$ cat config.mk
export PLATFORM = sky130hd
export DESIGN_NAME = coeff_block_writer_flat
export DESIGN_NICKNAME = d
export VERILOG_FILES = /design/src/rtl/coeff_block_writer_if.sv /design/src/rtl/coeff_block_writer.sv /design/src/flat_wrapper.sv
export SDC_FILE = /design/constraint.sdc
export NUM_CORES = 1
export LEC_CHECK = 0
export ABC_AREA = 1
export CORE_UTILIZATION = 48
export DETAILED_ROUTE_END_ITERATION = 7
export PLACE_DENSITY = 0.76
export SYNTH_ARGS = -nofsm -noshare
export SYNTH_HDL_FRONTEND = slang
export SYNTH_SLANG_ARGS = --single-unit
$ cat constraint.sdc
create_clock -name clock -period 5.34 [get_ports clock]
set_input_delay 1.068 -clock clock [delete_from_list [all_inputs] [get_ports clock]]
set_output_delay 1.068 -clock clock [all_outputs]
set_load 0.05 [all_outputs]
$ cat src/rtl/coeff_block_writer_if.sv
// Coefficient stream and SRAM write bus for the pre-IDCT coefficient writer.
// The slave modport is the writer's view; the master modport is the view of
// the producer/SRAM side that drives coefficients and observes writes.
interface coeff_block_writer_if;
   logic        coeff_valid;
   logic [15:0] coeff_data;
   logic        coeff_ready;
   logic [17:0] SRAM_address;
   logic [15:0] SRAM_write_data;
   logic        SRAM_we_n;

   modport master (
      output coeff_valid,
      output coeff_data,
      input  coeff_ready,
      input  SRAM_address,
      input  SRAM_write_data,
      input  SRAM_we_n
   );

   modport slave (
      input  coeff_valid,
      input  coeff_data,
      output coeff_ready,
      output SRAM_address,
      output SRAM_write_data,
      output SRAM_we_n
   );
endinterface

$ cat src/rtl/coeff_block_writer.sv
// Pre-IDCT coefficient writer: accepts dequantized coefficients in zigzag
// order, one 8x8 block at a time, and writes each to its raster position in
// SRAM. Blocks are walked left-to-right, top-to-bottom, for Y then U then V.
module coeff_block_writer #(
   parameter int PRE_IDCT_BASE = 76800,
   parameter int Y_WIDTH       = 320,
   parameter int UV_WIDTH      = 160,
   parameter int ROW_BLOCKS    = 30
) (
   input  logic                  clock,
   input  logic                  resetn,
   input  logic                  start,
   coeff_block_writer_if.slave   bus,
   output logic                  block_done,
   output logic                  busy,
   output logic                  finish
);

   localparam logic [17:0] Y_BASE   = 18'(PRE_IDCT_BASE);
   localparam logic [17:0] U_BASE   = 18'(PRE_IDCT_BASE + Y_WIDTH * ROW_BLOCKS * 8);
   localparam logic [17:0] V_BASE   = 18'(PRE_IDCT_BASE + Y_WIDTH * ROW_BLOCKS * 8
                                          + UV_WIDTH * ROW_BLOCKS * 8);
   localparam logic [17:0] Y_W      = 18'(Y_WIDTH);
   localparam logic [17:0] UV_W     = 18'(UV_WIDTH);
   localparam logic [5:0]  Y_LAST   = 6'(Y_WIDTH / 8 - 1);
   localparam logic [5:0]  UV_LAST  = 6'(UV_WIDTH / 8 - 1);
   localparam logic [4:0]  ROW_LAST = 5'(ROW_BLOCKS - 1);

   // Zigzag index k -> raster index r*8+c within the block (standard JPEG order).
   localparam logic [5:0] ZIGZAG [64] = '{
      6'd0,  6'd1,  6'd8,  6'd16, 6'd9,  6'd2,  6'd3,  6'd10,
      6'd17, 6'd24, 6'd32, 6'd25, 6'd18, 6'd11, 6'd4,  6'd5,
      6'd12, 6'd19, 6'd26, 6'd33, 6'd40, 6'd48, 6'd41, 6'd34,
      6'd27, 6'd20, 6'd13, 6'd6,  6'd7,  6'd14, 6'd21, 6'd28,
      6'd35, 6'd42, 6'd49, 6'd56, 6'd57, 6'd50, 6'd43, 6'd36,
      6'd29, 6'd22, 6'd15, 6'd23, 6'd30, 6'd37, 6'd44, 6'd51,
      6'd58, 6'd59, 6'd52, 6'd45, 6'd38, 6'd31, 6'd39, 6'd46,
      6'd53, 6'd60, 6'd61, 6'd54, 6'd47, 6'd55, 6'd62, 6'd63
   };

   typedef enum logic [1:0] {
      IDLE,
      WRITE,
      DRAIN
   } state_t;

   state_t      state;
   state_t      next_state;

   logic [5:0]  k;
   logic [5:0]  col_block;
   logic [4:0]  row_block;
   logic [1:0]  seg;

   logic        accept;
   logic        start_ok;
   logic        last_k;
   logic        last_col;
   logic        last_row;
   logic        last_seg;
   logic        image_last;
   logic [5:0]  zz;
   logic [7:0]  pix_row;
   logic [17:0] seg_base;
   logic [17:0] plane_w;
   logic [17:0] addr_next;

   // Handshake and end-of-image decode from the current counters.
   always_comb begin
      accept     = bus.coeff_valid && bus.coeff_ready;
      // finish is still high in the first IDLE cycle; a start there is dropped.
      start_ok   = start && (state == IDLE) && !finish;
      last_k     = (k == 6'd63);
      last_col   = (col_block == ((seg == 2'd0) ? Y_LAST : UV_LAST));
      last_row   = (row_block == ROW_LAST);
      last_seg   = (seg == 2'd2);
      image_last = accept && last_k && last_col && last_row && last_seg;
   end

   // Raster address of the coefficient currently offered.
   always_comb begin
      zz      = ZIGZAG[k];
      pix_row = {row_block, zz[5:3]};
      case (seg)
         2'd0:    begin seg_base = Y_BASE; plane_w = Y_W;  end
         2'd1:    begin seg_base = U_BASE; plane_w = UV_W; end
         default: begin seg_base = V_BASE; plane_w = UV_W; end
      endcase
      // Constant-width multiply; reduces to shift-adds (256+64, 128+32).
      addr_next = seg_base + 18'(pix_row) * plane_w + 18'({col_block, zz[2:0]});
   end

   // State register.
   always_ff @(posedge clock or negedge resetn) begin
      if (!resetn) state <= IDLE;
      else         state <= next_state;
   end

   // Next-state and state-decoded outputs.
   always_comb begin
      next_state      = state;
      bus.coeff_ready = 1'b0;
      busy            = 1'b0;
      case (state)
         IDLE: begin
            if (start_ok) next_state = WRITE;
         end
         WRITE: begin
            bus.coeff_ready = 1'b1;
            busy            = 1'b1;
            if (image_last) next_state = DRAIN;
         end
         DRAIN: begin
            busy       = 1'b1;
            next_state = IDLE;
         end
         default: next_state = IDLE;
      endcase
   end

   // Block/segment counters and the registered SRAM write port.
   always_ff @(posedge clock or negedge resetn) begin
      if (!resetn) begin
         k                   <= '0;
         col_block           <= '0;
         row_block           <= '0;
         seg                 <= '0;
         block_done          <= 1'b0;
         finish              <= 1'b0;
         bus.SRAM_we_n       <= 1'b1;
         bus.SRAM_address    <= '0;
         bus.SRAM_write_data <= '0;
      end else begin
         block_done    <= accept && last_k;
         finish        <= (state == DRAIN);
         bus.SRAM_we_n <= !accept;
         if (start_ok) begin
            k         <= '0;
            col_block <= '0;
            row_block <= '0;
            seg       <= '0;
         end else if (accept) begin
            bus.SRAM_address    <= addr_next;
            bus.SRAM_write_data <= bus.coeff_data;
            k                   <= k + 6'd1;
            if (last_k) begin
               if (last_col) begin
                  col_block <= '0;
                  if (last_row) begin
                     row_block <= '0;
                     seg       <= last_seg ? 2'd0 : seg + 2'd1;
                  end else begin
                     row_block <= row_block + 5'd1;
                  end
               end else begin
                  col_block <= col_block + 6'd1;
               end
            end
         end
      end
   end

endmodule

$ cat src/flat_wrapper.sv
// flat-port wrapper written by rule: the top's interface ports become plain ports
module coeff_block_writer_flat 
#(
   parameter int PRE_IDCT_BASE = 76800,
   parameter int Y_WIDTH       = 320,
   parameter int UV_WIDTH      = 160,
   parameter int ROW_BLOCKS    = 30
)
  (clock, resetn, start, block_done, busy, finish, bus_coeff_valid, bus_coeff_data, bus_coeff_ready, bus_SRAM_address, bus_SRAM_write_data, bus_SRAM_we_n);
  coeff_block_writer_if bus_i ();
  input  logic clock;
  input  logic resetn;
  input  logic start;
  output logic block_done;
  output logic busy;
  output logic finish;
  input wire logic [$bits(bus_i.coeff_valid)-1:0] bus_coeff_valid;
  input wire logic [$bits(bus_i.coeff_data)-1:0] bus_coeff_data;
  output wire logic [$bits(bus_i.coeff_ready)-1:0] bus_coeff_ready;
  output wire logic [$bits(bus_i.SRAM_address)-1:0] bus_SRAM_address;
  output wire logic [$bits(bus_i.SRAM_write_data)-1:0] bus_SRAM_write_data;
  output wire logic [$bits(bus_i.SRAM_we_n)-1:0] bus_SRAM_we_n;
  assign bus_i.coeff_valid = bus_coeff_valid;
  assign bus_i.coeff_data = bus_coeff_data;
  assign bus_coeff_ready = bus_i.coeff_ready;
  assign bus_SRAM_address = bus_i.SRAM_address;
  assign bus_SRAM_write_data = bus_i.SRAM_write_data;
  assign bus_SRAM_we_n = bus_i.SRAM_we_n;
  coeff_block_writer #(.PRE_IDCT_BASE(PRE_IDCT_BASE), .Y_WIDTH(Y_WIDTH), .UV_WIDTH(UV_WIDTH), .ROW_BLOCKS(ROW_BLOCKS)) u_core (.clock(clock), .resetn(resetn), .start(start), .bus(bus_i), .block_done(block_done), .busy(busy), .finish(finish));
endmodule
==> After elaboration in Yosys (flattened, before gate mapping) <==
Memory sizes are Yosys's and may differ from the RTL's.
Index checks and enable logic that the tools add are counted.
{ "totals": {"rom_bits": 384, "mem_count": 1, "ff_bits": 58, "wordCells": 78, "out_inout_bits": 39, "mem_bits_rw": 0, "in_bits": 20, "latch_bits": 0} }
{ "mem_list": {"columns": ["memory", "words", "width", "read_ports", "rd_clocked_by_memory_dff", "wr", "line", "rtl"], "rows": [
  ["(no name shown)", 64, 6, 1, 0, 0, "coeff_block_writer.sv:82", "zz = ZIGZAG[k];"]
]} }
{ "op_classes": {"shifts": 0, "magnitude_cmp": 1, "muxes": 27, "n_div": 0, "multipliers": 1, "n_eq_ne": 9, "add_sub_neg": 6, "n_bitwise": 2, "reduce_logical": 21} }
{ "ops": {"columns": ["operator", "count"], "rows": [
  ["$mux W6", 9],
  ["$pmux W18 S2", 1],
  ["$mux W5", 5],
  ["$add A18 B18 Y18", 1],
  ["$add A18 B9 Y18", 1],
  ["$mul A8 B9 Y17", 1],
  ["$mux W2", 8],
  ["$add A6 B1 Y6 const B", 2],
  ["$mux W9", 1],
  ["$reduce_bool A2 Y1", 4],
  ["$ge A7 B7 Y1 const B", 1],
  ["$logic_and A1 B1 Y1", 7],
  ["$not A6 Y7", 1],
  ["$eq A6 B6 Y1", 1],
  ["$eq A6 B6 Y1 const B", 1],
  ["$reduce_and A2 Y1", 3],
  ["$add A5 B1 Y5 const B", 1],
  ["$eq A5 B5 Y1 const B", 1],
  ["$eq A2 B1 Y1 const B", 2],
  ["$eq A2 B2 Y1 const B", 2],
  ["$logic_not A2 Y1", 2],
  ["$ne A2 B1 Y1 const B", 2],
  ["$pmux W2 S2", 1],
  ["$reduce_and A4 Y1", 1],
  ["other kinds (6)", 8]
]} }

==> Depth between registers and ports, before layout <==
{ "depth": {"ltp_word": 9, "mapped_depth": 32, "mapped_depth_nobuf": 31} }

==> Worst setup path before layout <==
No wires, ideal clock.
{ "synth_timing": {"path_type": "flip-flop to flip-flop", "from": "register u_core.k[0]", "to": "register u_core.bus.SRAM_address[17]", "path_buffers": 0, "required_time_ns": 5.222, "slack_ns": 0.413, "arrival_time_ns": 4.809, "setup_time_ns": 0.118, "stages_incl_launch_ff": 28, "period_less_slack_ns": 4.927, "path_cell_list": "dfrtp_1 > inv_1 > ha_1 > nor2_1 > inv_1 > a31oi_1 > o31ai_1 > nand3_1 > nor2_1 > ha_1 > ha_1 > inv_1 > fa_1 > inv_1 > fa_1 > a21oi_1 > o21bai_1 > a21oi_1 > o21ai_0 > xnor2_1 > inv_1 > ha_1 > a21oi_1 > o21bai_1 > a21oi_1 > nand3_1 > nand3_1 > nand2_1"} }
{ "synth_between": {"elab_chain_cells": 7} }
{ "synth_lines": {"columns": ["item", "line", "rtl"], "rows": [
  ["from (decl)", "coeff_block_writer.sv:50", "logic [5:0] k;"],
  ["from (signal assigned)", "coeff_block_writer.sv:145", "k <= k + 6'd1;"],
  ["$not A6 Y7 (implied by the code) (*)", "coeff_block_writer.sv:82", null],
  ["$mem_v2 Z64 W6 (*)", null, null],
  ["$mux W6 (implied by the code) (*) (2 in a row)", "coeff_block_writer.sv:82", null],
  ["$mul A8 B9 Y17", "coeff_block_writer.sv:90", "addr_next = seg_base + 18'(pix_row) * plane_w + 18'({col_block, zz[2:0]});"],
  ["$add A18 B18 Y18", "coeff_block_writer.sv:90", null],
  ["$add A18 B9 Y18 (*)", "coeff_block_writer.sv:90", null],
  ["to (signal assigned)", "coeff_block_writer.sv:143", "bus.SRAM_address <= addr_next;"],
  ["to (decl)", "coeff_block_writer_if.sv:25", "output SRAM_address,"]
]} }
Every way passes the cells marked *; elsewhere a longest branch is shown, timed or not. The select of a mux whose other input is x is not followed.
A chain may end at the register's enable or synchronous reset.

==> Final worst setup path <==
{ "layout_timing": {"from": "register u_core.k[1]", "to": "register u_core.bus.SRAM_address[17]"} }
Same word-level chain as after synthesis.

==> impl_summary.md <==
STA
Adding up every negative setup slack in the final design gives 0 ps. The measured slew at the worst slew-check pin is around 740 ps. Setup violations remaining at the end of the flow were counted as 0. The number of failing hold endpoints at the final stage is 0. The max-slew violation total from the final report is 0. The minimum period implied by the final worst setup slack is about 4900 ps. Of the available clock period, the critical path in the final layout requires 0.9214. The worst clock skew on the final layout is 15.03 ps.

Setup repair after global routing left no endpoint under its margin. The achievable clock frequency is slightly above 0.2 GHz. Headroom to the max-slew limit came out at 0.5042.

Cells and area
Of the cells placed in the final design, the portion with a size suffix greater than 1 is 0.09601. In the layout the commonest cells are 164 x nand2_1, 67 x inv_1, 59 x ha_1, 57 x clkdlybuf4s50_1, 56 x dfrtp_1. The library cell used most frequently in the layout, excluding fill and tap cells, is nand2_1. Relative to the synthesized area, the layout overhead comes to 21.14%.

The count of cells in the finished layout, fillers not included, comes to between 800 and 900. After the last flow step, the layout net total stands at 762. The number of antenna cells inserted is 0.

Power
Power comes to 3.613 mW. Of the total power, the share spent switching nets is 0.5293. The worst vdd rail ir drop is 0.5128 mV. The net load switching power is around 1.9 mW. The share of total power dissipated in combinational logic is 0.687.

The cell-internal power is approximately 1.7 mW. Dividing total power by cell area gives a power density of about 640 nW/µm². Of the total power, the clock network draws 0.113. For this design the static power due to leakage is 2.865 nW. The share of total power in sequential cells is 0.200.

Critical path
The top fanout value on the critical path is 8. STA puts the critical path data arrival time at roughly 5000 ps. STA classifies the critical path startpoint as a flop. The cell type with the highest occurrence count on the critical path is ha_1. The slowest stage of the critical path is the fa_1 cell. For the worst setup path, the data required time is between 5000 and 6000 ps.

The type of element capturing the critical path is a flop. On the worst path, the slowest cell contributes a delay of approximately 530 ps. Counting both buffers and inverters, the worst setup path holds a total of 4. Among cell families on the critical path, the largest total delay comes from adder cells.

The setup path with the least slack is of type reg -> reg.

Run status
The flow ran to the end, and the final reports show no timing, DRC or antenna violations.

Global routing
The global-route congestion overflow total is 0. For this run, the total global-route usage over all layers was measured as 0.2347. Entering global routing, the biggest net connects a little under 60 pins.

The number of global-route vias before repair is about 4.3k. The first-pass GRT wire length is around 19 mm. The initial antenna violation count is 0.

Detailed routing
The via count of the routed design is between 4k and 5k. The routed wirelength normalized by instance count is 13.90 µm. The detailed router's first-iteration violation count is 240. The final routed DRC violation total is 0. The first-pass iteration count of the detailed router is 4. The mean number of vias per cell is around 5.3.

The remaining antenna violation count is 0. The aggregate routed wire length is 11.20 mm.

Floorplanning
Measured along the y axis, the die boundary spans ~100 µm. For this configuration, the core starts out at a cell density of 0.4987. The count of boundary I/O pins is 59.

The total core area is 9328 µm². The floorplan step defined a die boundary enclosing ~10000 µm². The die is 100.4 µm wide. The count of standard-cell rows is 35.

Clocking
The number of sinks on the clock net is between 50 and 60. TritonCTS built the clock tree. The tree is rooted in a clkbuf_8. Hold repair after CTS inserted 0 buffers.

Clock-pin slew was measured on the worst setup and hold paths at about 70 ps. In this run the deepest clock path goes through 2 buffers. The insertion delay of the later-clocked pin in the worst-skew pair is between 300 and 400 ps.

The H-tree was split into 3 levels. The number of clock buffers added by TritonCTS is 9.

Run
The count of max-cap constraint violations is 0.

Synth
The count of state elements after synthesis is 58. The sequential area share after synthesis is 0.3123. Counting flops with an async set or reset pin after synthesis yields a share of 1.000.

After synthesis the cells add up to around 4700 µm². The number of library cell types mapped by synthesis is 43. The most frequently used flop master after synthesis is dfrtp_1. The count of flip-flops with a built-in enable after synthesis is 0. The post-synthesis instance total is a little over 600. The synthesized area per cell is 7.639 µm².

Yosys printed 0 warnings.

Placement
After legalization and detailed placement, the total HPWL measured about 8.3 mm. The last weighted congestion value of the routability-driven placer is 0.8626. The count of input and output buffers is 58.

The placed cell count is between 700 and 800.

Min path
The path class of the tightest hold or removal check is reg -> reg.
[worst min-delay path: stages (launching register included)]
cell and delay, ps:
dfrtp_1 340, nand2_1 50, nand2_1 50
[path summary, 6_finish.rpt]
| check | startpoint | end | slack (ps) | depth (start not counted) |
|---|---|---|---|---|
| max in group asynchronous | resetn | u_core.row_block[1] | 3960 | 2 |
| worst max register to register | u_core.k[1] | u_core.bus.SRAM_address[17] | 420 | 26 |
| worst max-delay path | u_core.k[1] | u_core.bus.SRAM_address[17] | 420 | 26 |
| worst min register to register | u_core.bus.SRAM_write_data[9] | u_core.bus.SRAM_write_data[9] | 470 | 2 |
| worst min-delay path | u_core.bus.SRAM_write_data[9] | u_core.bus.SRAM_write_data[9] | 470 | 2 |
| min in group asynchronous | resetn | u_core.k[0] | 870 | 2 |
[metrics by stage]
step                        util  area, µm²  setup WS (ps)  hold slack [ps]
after floorplan                -       4667          413.4            469.9
after global placement    0.5779       5390          201.0            453.2
after detailed placement  0.5779       5390          74.88            458.2
after CTS                 0.5988       5585          75.97            473.6
after global routing      0.6042       5635          20.71            490.7
final                     0.6042       5635          419.9            471.1
[synthesized netlist by cell type (5+ instances only)]
master	n	area, µm²
nor3_1	9	45.04
nor2_1	30	112.6
ha_1	61	763.2
xor2_1	9	78.83
buf_2	9	45.04
xnor2_1	5	43.79
fa_1	9	180.2
inv_1	68	255.2
nand2_1	164	615.6
a31oi_1	6	37.54
o211ai_1	5	37.54
inv_2	6	22.52
nand3_1	37	185.2
nand4_1	7	43.79
dfrtp_1	57	1426
clkbuf_1	11	41.29
o21bai_1	5	37.54
nor2_2	7	43.79
o21ai_0	35	175.2
a21oi_1	32	160.2
o21ai_1	6	30.03
[per-layer routing]
metal	wire length (µm)	global-route usage	up-vias
met1	4901	0.2858	1998
met3	387	0.04178	20
li1	-	-	2113
met4	184	0.06912	0
met2	5729	0.4220	101
met5	0	0	-
[timing repair]
item / 4_1_cts / 5_1_grt
setup buffers: 0 / 1
endpoints found under the setup margin: 0 / 5
gates resized for setup: 0 / 11
[power by group through the flow]
| stage | clock, mW | combinational, mW | sequential [mW] |
|---|---|---|---|
| CTS | 0.414 | 2.44 | 0.718 |
| finish | 0.408 | 2.48 | 0.721 |
| floorplan | 0 | 1.34 | 1.14 |
| detailed placement | 0 | 2.42 | 0.723 |
| global route | 0.436 | 2.76 | 0.742 |
| global placement | 0 | 2.37 | 0.719 |
[state kept, by name (all words and copies together) (netlist names)]
register                    cells
u_core.state                    2
u_core.bus.SRAM_address        18
u_core.block_done               1
u_core.row_block                5
u_core.col_block                6
u_core.k                        6
u_core.seg                      2
u_core.bus.SRAM_we_n            1
u_core.bus.SRAM_write_data     16
u_core.finish                   1
[cells by family (layout without fill, tap and decap cells)]
group                      Yosys count  in the layout  synth area share
AOI/OAI and AO/OA                  102            102            0.1243
xor gates and xnor gates            14             14           0.02636
adders and majority gates           70             70            0.2028
buffers and inverters              100            164           0.08687
DFF                                 58             58            0.3123
other                                2              6          0.001614
and+or+nand+nor                    263            263            0.2458
[cell type report]
type                       instances  area (µm²)
timing repair buffer              72       680.7
inverter                          76       292.8
clock inverter                     5       53.80
clock buffer                      11       141.4
multi-input combinational        455        2851
sequential                        58        1454
fill                             856        3692
tap                              129       161.4
Note: power is estimated with default switching activity, not from simulation.
